===== config.mk =====
export PLATFORM = sky130hd
export DESIGN_NAME = bus_grant_controller
export DESIGN_NICKNAME = d
export VERILOG_FILES = /design/src/rtl/bus_arb_pkg.sv /design/src/rtl/rr_priority_pick.sv /design/src/rtl/bus_grant_controller.sv
export SDC_FILE = /design/constraint.sdc
export NUM_CORES = 1
export LEC_CHECK = 0
export ABC_AREA = 1
export CORE_ASPECT_RATIO = 1.75
export CORE_UTILIZATION = 40
export DETAILED_ROUTE_END_ITERATION = 8
export GPL_ROUTABILITY_DRIVEN = 1
export GPL_TIMING_DRIVEN = 0
export SLEW_MARGIN = 5
export SYNTH_ARGS = -nofsm -noshare
export SYNTH_HDL_FRONTEND = slang
export SYNTH_SLANG_ARGS = --single-unit
export TNS_END_PERCENT = 30

===== constraint.sdc =====
create_clock -name clk -period 1.98 [get_ports clk]
set_input_delay 0.495 -clock clk [delete_from_list [all_inputs] [get_ports clk]]
set_output_delay 0.495 -clock clk [all_outputs]
set_load 0.02 [all_outputs]

===== src/rtl/bus_arb_pkg.sv =====
// Shared types and defaults for the snooping-bus grant controller.
package bus_arb_pkg;

  localparam int N_CACHE_DEF  = 4;
  localparam int HOLD_MAX_DEF = 16;

  // Owner encoding: 0..N_CACHE-1 are caches, N_CACHE is the memory controller.
  localparam int MEM_ID = N_CACHE_DEF;

  typedef logic [$clog2(N_CACHE_DEF+1)-1:0] owner_t;

  typedef enum logic [1:0] {
    IDLE = 2'd0,
    OWN  = 2'd1,
    TURN = 2'd2
  } bus_state_e;

endpackage


===== src/rtl/rr_priority_pick.sv =====
// Round-robin picker: rotate the request vector so rr_ptr sits at bit 0,
// take the lowest set bit, then rotate the one-hot result back.
module rr_priority_pick #(
  parameter int N  = 4,
  parameter int PW = $clog2(N)
) (
  input  logic [N-1:0]  req,
  input  logic [PW-1:0] rr_ptr,
  output logic [N-1:0]  pick,
  output logic [PW-1:0] pick_idx,
  output logic          any
);

  logic [2*N-1:0] dbl_req;
  logic [N-1:0]   rot_req;
  logic [N-1:0]   rot_pick;
  logic [2*N-1:0] dbl_pick;
  int             rot_idx;
  int             abs_idx;

  // Rotate, fixed-priority select, rotate back.
  always_comb begin
    // NOTE: every variable written here gets a default first, so no path leaves one unassigned and no latch is inferred.
    rot_pick = '0;
    rot_idx  = 0;
    dbl_req  = {req, req} >> rr_ptr;
    rot_req  = dbl_req[N-1:0];
    // Descending scan: the last hit is the lowest index, i.e. closest to rr_ptr.
    for (int i = N - 1; i >= 0; i--) begin
      if (rot_req[i]) begin
        rot_pick    = '0;
        rot_pick[i] = 1'b1;
        rot_idx     = i;
      end
    end
    dbl_pick = {rot_pick, rot_pick} << rr_ptr;
    pick     = dbl_pick[2*N-1:N];
    abs_idx  = rot_idx + int'(rr_ptr);
    if (abs_idx >= N) abs_idx = abs_idx - N;
    pick_idx = PW'(abs_idx);
    any      = |req;
  end

endmodule


===== src/rtl/bus_grant_controller.sv =====
// Snooping-bus grant controller: registered round-robin arbitration among the
// cache controllers, memory granted only when no cache requests, grant held for
// a whole transaction, one turnaround cycle between owners.
// Optional hold watchdog enabled by defining BUS_TIMEOUT_EN.
module bus_grant_controller
  import bus_arb_pkg::*;
#(
  parameter int N_CACHE  = N_CACHE_DEF,
  parameter int HOLD_MAX = HOLD_MAX_DEF
) (
  input  logic                           clk,
  input  logic                           rst_n,
  input  logic [N_CACHE-1:0]             req,
  input  logic                           mem_req,
  input  logic                           done,
  output logic [N_CACHE-1:0]             gnt,
  output logic                           mem_gnt,
  output logic                           bus_busy,
  output logic [$clog2(N_CACHE+1)-1:0]   owner_id,
  output logic                           timeout_err
);

  localparam int PW = $clog2(N_CACHE);
  localparam int OW = $clog2(N_CACHE+1);

  bus_state_e         state, state_d;
  logic [PW-1:0]      rr_ptr, rr_ptr_d;
  logic [N_CACHE-1:0] gnt_d;
  logic               mem_gnt_d;
  logic [OW-1:0]      owner_d;
  logic               timeout_d;

  logic [N_CACHE-1:0] pick;
  logic [PW-1:0]      pick_idx;
  logic               pick_any;
  logic               owner_req;
  logic               hold_expired;

`ifdef BUS_TIMEOUT_EN
  localparam int HW = (HOLD_MAX > 1) ? $clog2(HOLD_MAX) : 1;
  logic [HW-1:0] hold_cnt, hold_cnt_d;
  assign hold_expired = (hold_cnt == HW'(HOLD_MAX - 1));
`else
  assign hold_expired = 1'b0;
`endif

  rr_priority_pick #(
    .N  (N_CACHE),
    .PW (PW)
  ) u_pick (
    .req      (req),
    .rr_ptr   (rr_ptr),
    .pick     (pick),
    .pick_idx (pick_idx),
    .any      (pick_any)
  );

  // The current owner's own request line; dropping it ends the transaction.
  assign owner_req = mem_gnt ? mem_req : |(req & gnt);
  assign bus_busy  = (|gnt) | mem_gnt;

  // Next-state and next-output decode for the IDLE/OWN/TURN sequence.
  always_comb begin
    state_d   = state;
    rr_ptr_d  = rr_ptr;
    gnt_d     = gnt;
    mem_gnt_d = mem_gnt;
    owner_d   = owner_id;
    timeout_d = 1'b0;
`ifdef BUS_TIMEOUT_EN
    hold_cnt_d = hold_cnt;
`endif
    unique case (state)
      IDLE: begin
        if (pick_any) begin
          gnt_d   = pick;
          owner_d = OW'(pick_idx);
          state_d = OWN;
        end else if (mem_req) begin
          mem_gnt_d = 1'b1;
          owner_d   = OW'(N_CACHE);
          state_d   = OWN;
        end
`ifdef BUS_TIMEOUT_EN
        hold_cnt_d = '0;
`endif
      end
      OWN: begin
`ifdef BUS_TIMEOUT_EN
        hold_cnt_d = hold_cnt + 1'b1;
`endif
        if (done || !owner_req || hold_expired) begin
          gnt_d     = '0;
          mem_gnt_d = 1'b0;
          state_d   = TURN;
          // A coincident done wins over the watchdog: the owner finished cleanly.
          timeout_d = hold_expired && !done;
`ifdef BUS_TIMEOUT_EN
          hold_cnt_d = '0;
`endif
          if (!mem_gnt) begin
            rr_ptr_d = (owner_id == OW'(N_CACHE - 1)) ? '0 : PW'(owner_id + OW'(1));
          end
        end
      end
      TURN: begin
        state_d = IDLE;
        owner_d = '0;
      end
      default: begin
        state_d   = IDLE;
        gnt_d     = '0;
        mem_gnt_d = 1'b0;
        owner_d   = '0;
      end
    endcase
  end

  // State, pointer and registered grant outputs.
  always_ff @(posedge clk or negedge rst_n) begin
    if (!rst_n) begin
      state       <= IDLE;
      rr_ptr      <= '0;
      gnt         <= '0;
      mem_gnt     <= 1'b0;
      owner_id    <= '0;
      timeout_err <= 1'b0;
`ifdef BUS_TIMEOUT_EN
      hold_cnt    <= '0;
`endif
    end else begin
      // NOTE: non-blocking assignments so every register samples pre-edge values.
      state       <= state_d;
      rr_ptr      <= rr_ptr_d;
      gnt         <= gnt_d;
      mem_gnt     <= mem_gnt_d;
      owner_id    <= owner_d;
      timeout_err <= timeout_d;
`ifdef BUS_TIMEOUT_EN
      hold_cnt    <= hold_cnt_d;
`endif
    end
  end

endmodule


==> impl_metrics.ini <==
[die]
pin_count = 18
placementRows = 22
dieArea_um2 = 2550
coreArea_um2 = 2150
fp.dieW_um = 38.6
die_h_um = 66.1
start_util_pct = 43.8

[worst_hold_path]
hold_depth = 2
hold_path.startpoint = mem_gnt
hold_class = reg -> reg

[power]
power_uw = 1900
peakVddDrop_v = 0.000676
p_leak_uw = 0.000577
powerDensity_nw_per_um2 = 1650

[sta]
hold_viol_final = 0
slew_headroom_pct = 61.3
timing.fmax_ghz = 0.543
finClkSkew_ns = 0.00153
rsz0062_at_grt = false
timing.final.crit_share_pct = 93.0
drv_slew = 0
worst_slew_pin_slew_ns = 0.579
min_period_ns = 1.84
setup_viol = 0

[global_route]
grt_usage_pct = 20.2
grt_pass1_wl_um = 3590
grt_overflow = 0
grt_max_degree = 13
grt_pass1_vias = 869
antenna_found_initial = 0

[clock_network]
insertion_delay_ns = 0.27
clock-root-buffer = clkbuf_4
cts_tree = yes
cts_sinks = 12
ctsLongestPathBuffers = 2
cts-hold-fix-buffers = 0
htree_levels = 1
cts.clk_slew.worst_paths_ns = 0.06
post_cts_buffers = 0
cts_made_buffers = 3

[routing]
wirelength_um = 2240
wl_per_cell_um = 12.9
viasPerCell = 5.39
drc = 0
first_pass_iters = 4
antenna_left = 0
drtIter0Drc = 27
vias = 933

[critical_path]
crit_fanout = 4
cp_slowest_cell = dfrtp_1
rr_startpoint = rr_ptr[0]
critPathKind = reg -> out
crit_chain = nor4_2, nand2_1, clkdlybuf4s15_1
critPathTopFamily = flip-flops
crit_cells = 3
critPathLaunchType = register
ff2ff_setup_slack_ns = 0.18
max_stage_delay_ns = 0.42
cp-startpoint = gnt[3]
worst-path-buf-inv = 1
end_kind = output port
cp.arrival_ns = 1.35
critPathRequiredTime_ns = 1.48
reg2reg_depth = 12

[placement]
placed_cells = 170
post_dp_cell_area_um2 = 1130
io_buffers = 16
gp_congestion = 0.768
dp_hpwl_um = 1820

[synthesis]
syn_nets = 140
seq_area_frac_synth_pct = 32.0
yosysWarnings = 0
syn_area_per_cell_um2 = 7.23
synth_cells = 130
netlist_area_um2 = 940
ys_ff_latch = 12
ys_types = 25

[layout]
final_common_cell = nand2_1
syn_to_final_growth_pct = 22.8
final_cell_mix = nand2_1, nand3_1, dfrtp_1
final_area_um2 = 1150
drive_gt1_share_pct = 19.5
layout.cells.non_filler = 173
final_nets = 161
n_antenna_cell = 0

[outcome]
status = complete, no violations

[job]
drv_cap = 0
## Yosys cell counts, drive strengths merged
cell type	instances	share of area, %
buf	3	3.2
o21bai	1	0.80
inv	14	5.9
nor4	1	0.67
nand4	3	2.0
ha	2	2.7
conb	1	0.40
o21a	1	0.80
a21oi	5	2.7
dfrtp	12	32
nand2	42	20
nor3	1	0.53
nor2	7	4.4
xor2	1	0.93
o31ai	1	0.80
o21ai	8	4.3
nand3	27	18
## worst reg2reg max path, delay by kind of cell (launching register included)
family	cells	cell delay, ns
adders and majority gates	1	0.18
buffers and inverters	1	0.14
DFF	1	0.41
AOI/OAI and AO/OA	2	0.22
and+or+nand+nor	7	0.54
xor gates and xnor gates	1	0.17
## logic make-up (layout without fill, tap and decap cells)
group	after synthesis	in the layout	share of synthesized area (%)
DFF	12	12	32.0
adders and majority gates	2	2	2.66
xor gates and xnor gates	1	1	0.932
and+or+nand+nor	81	81	45.7
buffers and inverters	17	36	9.06
other	1	1	0.399
AOI/OAI and AO/OA	16	16	9.32
## through the flow
stage / worst slack, ns / hold WS [ns] / setup TNS, ns / util, %
2_1_floorplan: 0.326 / 0.199 / 0 / -
3_3_place_gp: -0.358 / 0.522 / -0.713 / 52.6
3_5_place_dp: -0.362 / 0.529 / -0.808 / 52.6
4_1_cts: 0.0783 / 0.546 / 0 / 53.4
5_1_grt: 0.0193 / 0.589 / 0 / 53.7
6_report: 0.138 / 0.541 / 0 / 53.7
## flip-flops by register name, summed over array words and instances (netlist names)
register	count
owner_id	3
mem_gnt	1
rr_ptr	2
gnt	4
state	2
## where the power goes
part,total (µW),internal (µW),switching [µW],leakage (µW)
Sequential,446,347,99.9,0.000152
Clock,144,70.4,73.7,0.0000138
Combinational,1310,509,802,0.000410
## final cells by class
| cell class | instances | area, µm² |
|---|---|---|
| fillers | 230 | 993 |
| repair buffers | 16 | 155 |
| multi-input cells | 101 | 561 |
| plain buffers | 3 | 30.0 |
| clock buffers | 3 | 22.5 |
| inverters | 14 | 55.1 |
| flip-flops and latches | 12 | 300 |
| well taps | 24 | 30.0 |
## metal layers
metal / GRT usage (%) / vias up / part of all wire (%) / routed length (µm)
met4: 10.3 / 0 / 2.0 / 44
met2: 38.3 / 11 / 56 / 1260
met5: 0 / - / 0 / 0
met1: 20.2 / 439 / 40 / 896
met3: 1.01 / 4 / 1.4 / 32
li1: - / 479 / - / -
## worst paths after layout
path / to
worst max-delay path: bus_busy
worst min-delay path: mem_gnt
worst max register to register: owner_id[1]
worst min register to register: mem_gnt
max in group asynchronous: gnt[0]
min in group asynchronous: mem_gnt
## repair_timing
item | 4_1_cts | 5_1_grt
pin swaps | 0 | 1
endpoints found under the setup margin | 2 | 1
gates resized for setup | 5 | 2
No activity file was read; power rests on OpenSTA's default activity.
==> patch: new RTL, same settings <==
Reset style: synchronous (`rst_n`), changed in one clocked block.
--- a/src/rtl/bus_grant_controller.sv
+++ b/src/rtl/bus_grant_controller.sv
@@ -118,5 +118,5 @@
 
   // State, pointer and registered grant outputs.
-  always_ff @(posedge clk or negedge rst_n) begin
+  always_ff @(posedge clk) begin
     if (!rst_n) begin
       state       <= IDLE;
Behaviour: differs if rst_n is asserted again (counterexample within 4 cycles, from zero or initial values and one cycle with rst_n low); with rst_n held inactive, the same outputs for 10 cycles.
==> patch against the original RTL <==
Synthesized cell count up 3.1%. Sequential share of layout area shrank 4.8 points. Area after synthesis decreased by 1.5%. Final area down 1.7%. Utilization is 0.93 points lower. Routed wire length down 3.4%. Sequential cell count unchanged. Critical path type is now in2reg. Setup slack got worse by 0.034 ns. Via count unchanged.
Power is not compared: it rests on default switching activity, and its combinational part moved more than twofold at a synthesized area within 25%.
==> patch: results (changes against the original RTL) <==
R2R setup slack=0.13 ns (-0.05 ns); ranking of synthesized cells by area=dfxtp_1 (26%), nand2_1 (12%), nand3_1 (11%); FF-to-FF Start=rr_ptr[0]$_SDFFE_PN0P_; number of DRC markers in iteration 0=15 (-44%); vias in the first global route=865 (-0.46%); commonest register cell after synthesis=dfxtp_1; hold_ws=0.485 ns (-0.0561 ns); # placed instances=174 (+2.4%); critical hold path startpoint=owner_id[2]$_SDFFE_PN0P_; wire length on met2=1.22 mm (-3.2%); met3 wire len=21 microns (-34%); Filler cells=218 (-5.2%); GRT Overall Usage=19.2% (-0.95 points); WL met1=882 microns (-1.6%); Synth Area in Compound Gates=11.4% (+2.0 points); Routability Congestion=0.757 (-1.4%); top cells by instance count after synthesis=nand2_1 (29), nand3_1 (21), a21oi_1 (16), dfxtp_1 (12), inv_1 (11); # diodes=0 (unchanged); Post-Syn Nets=144 (+2.9%); met3 Use GR=1.01% (+0.0034 points); global-route wire length before repair=3.53 mm (-1.8%); CP endpoint kind=register; largest net degree at the start of global routing=11 (-2); Async S/R FF share, synth=0% (-100 points); critical path startpoint=req[0]; status=complete, no violations; crit path DAT=2.07 ns (+0.72 ns); Avg Inst Size Synth=6.91 sq um (-4.4%); clk buf depth=2 (unchanged); Post-Synth XOR/XNOR Area=0.946% (+0.014 points); Synth Area in Adders=2.70% (+0.040 points); drt wl/cell=12.2 microns (-5.6%); layout cell share with drive strength beyond 1=18.3% (-1.2 points); Post-DP HPWL=1.80 mm (-1.3%); met1 global-route usage=19.7% (-0.47 points); Period minus WS final=1.88 ns (+0.0335 ns); dpl ws=-0.461 ns (-0.0987 ns); CP endpoint=owner_id[1]$_SDFFE_PN0P_; Via density=5.27 (-2.3%); Cell Area, Placed=1120 sq um (-1.2%)
patch: logic make-up (layout without fill, tap and decap cells):
group	after synthesis	in the layout
and+or+nand+nor	80	80
DFF	12	12
buffers and inverters	18	37
adders and majority gates	2	2
other	1	1
xor gates and xnor gates	1	1
AOI/OAI and AO/OA	20	20
patch: worst max-delay path: stages:
cell and delay, ns:
clkdlybuf4s15_1 0.28, nand2_1 0.16, nand3_2 0.08, nand2_2 0.12, inv_1 0.07, o21a_1 0.19
ha_1 0.18, xor2_1 0.17, a21o_1 0.11, nand3_1 0.07, a21oi_1 0.14
patch: layout make-up:
cell class                      instances  area [sq um]  share of cell area, %
Buffer                                  3          30.0                   2.65
Clock buffer                            3          22.5                   1.99
Inverter                               15          68.8                   6.07
Multi-Input combinational cell        104           587                   51.8
Sequential cell                        12           240                   21.2
Tap cell                               24          30.0                   2.65
Timing Repair Buffer                   16           155                   13.7
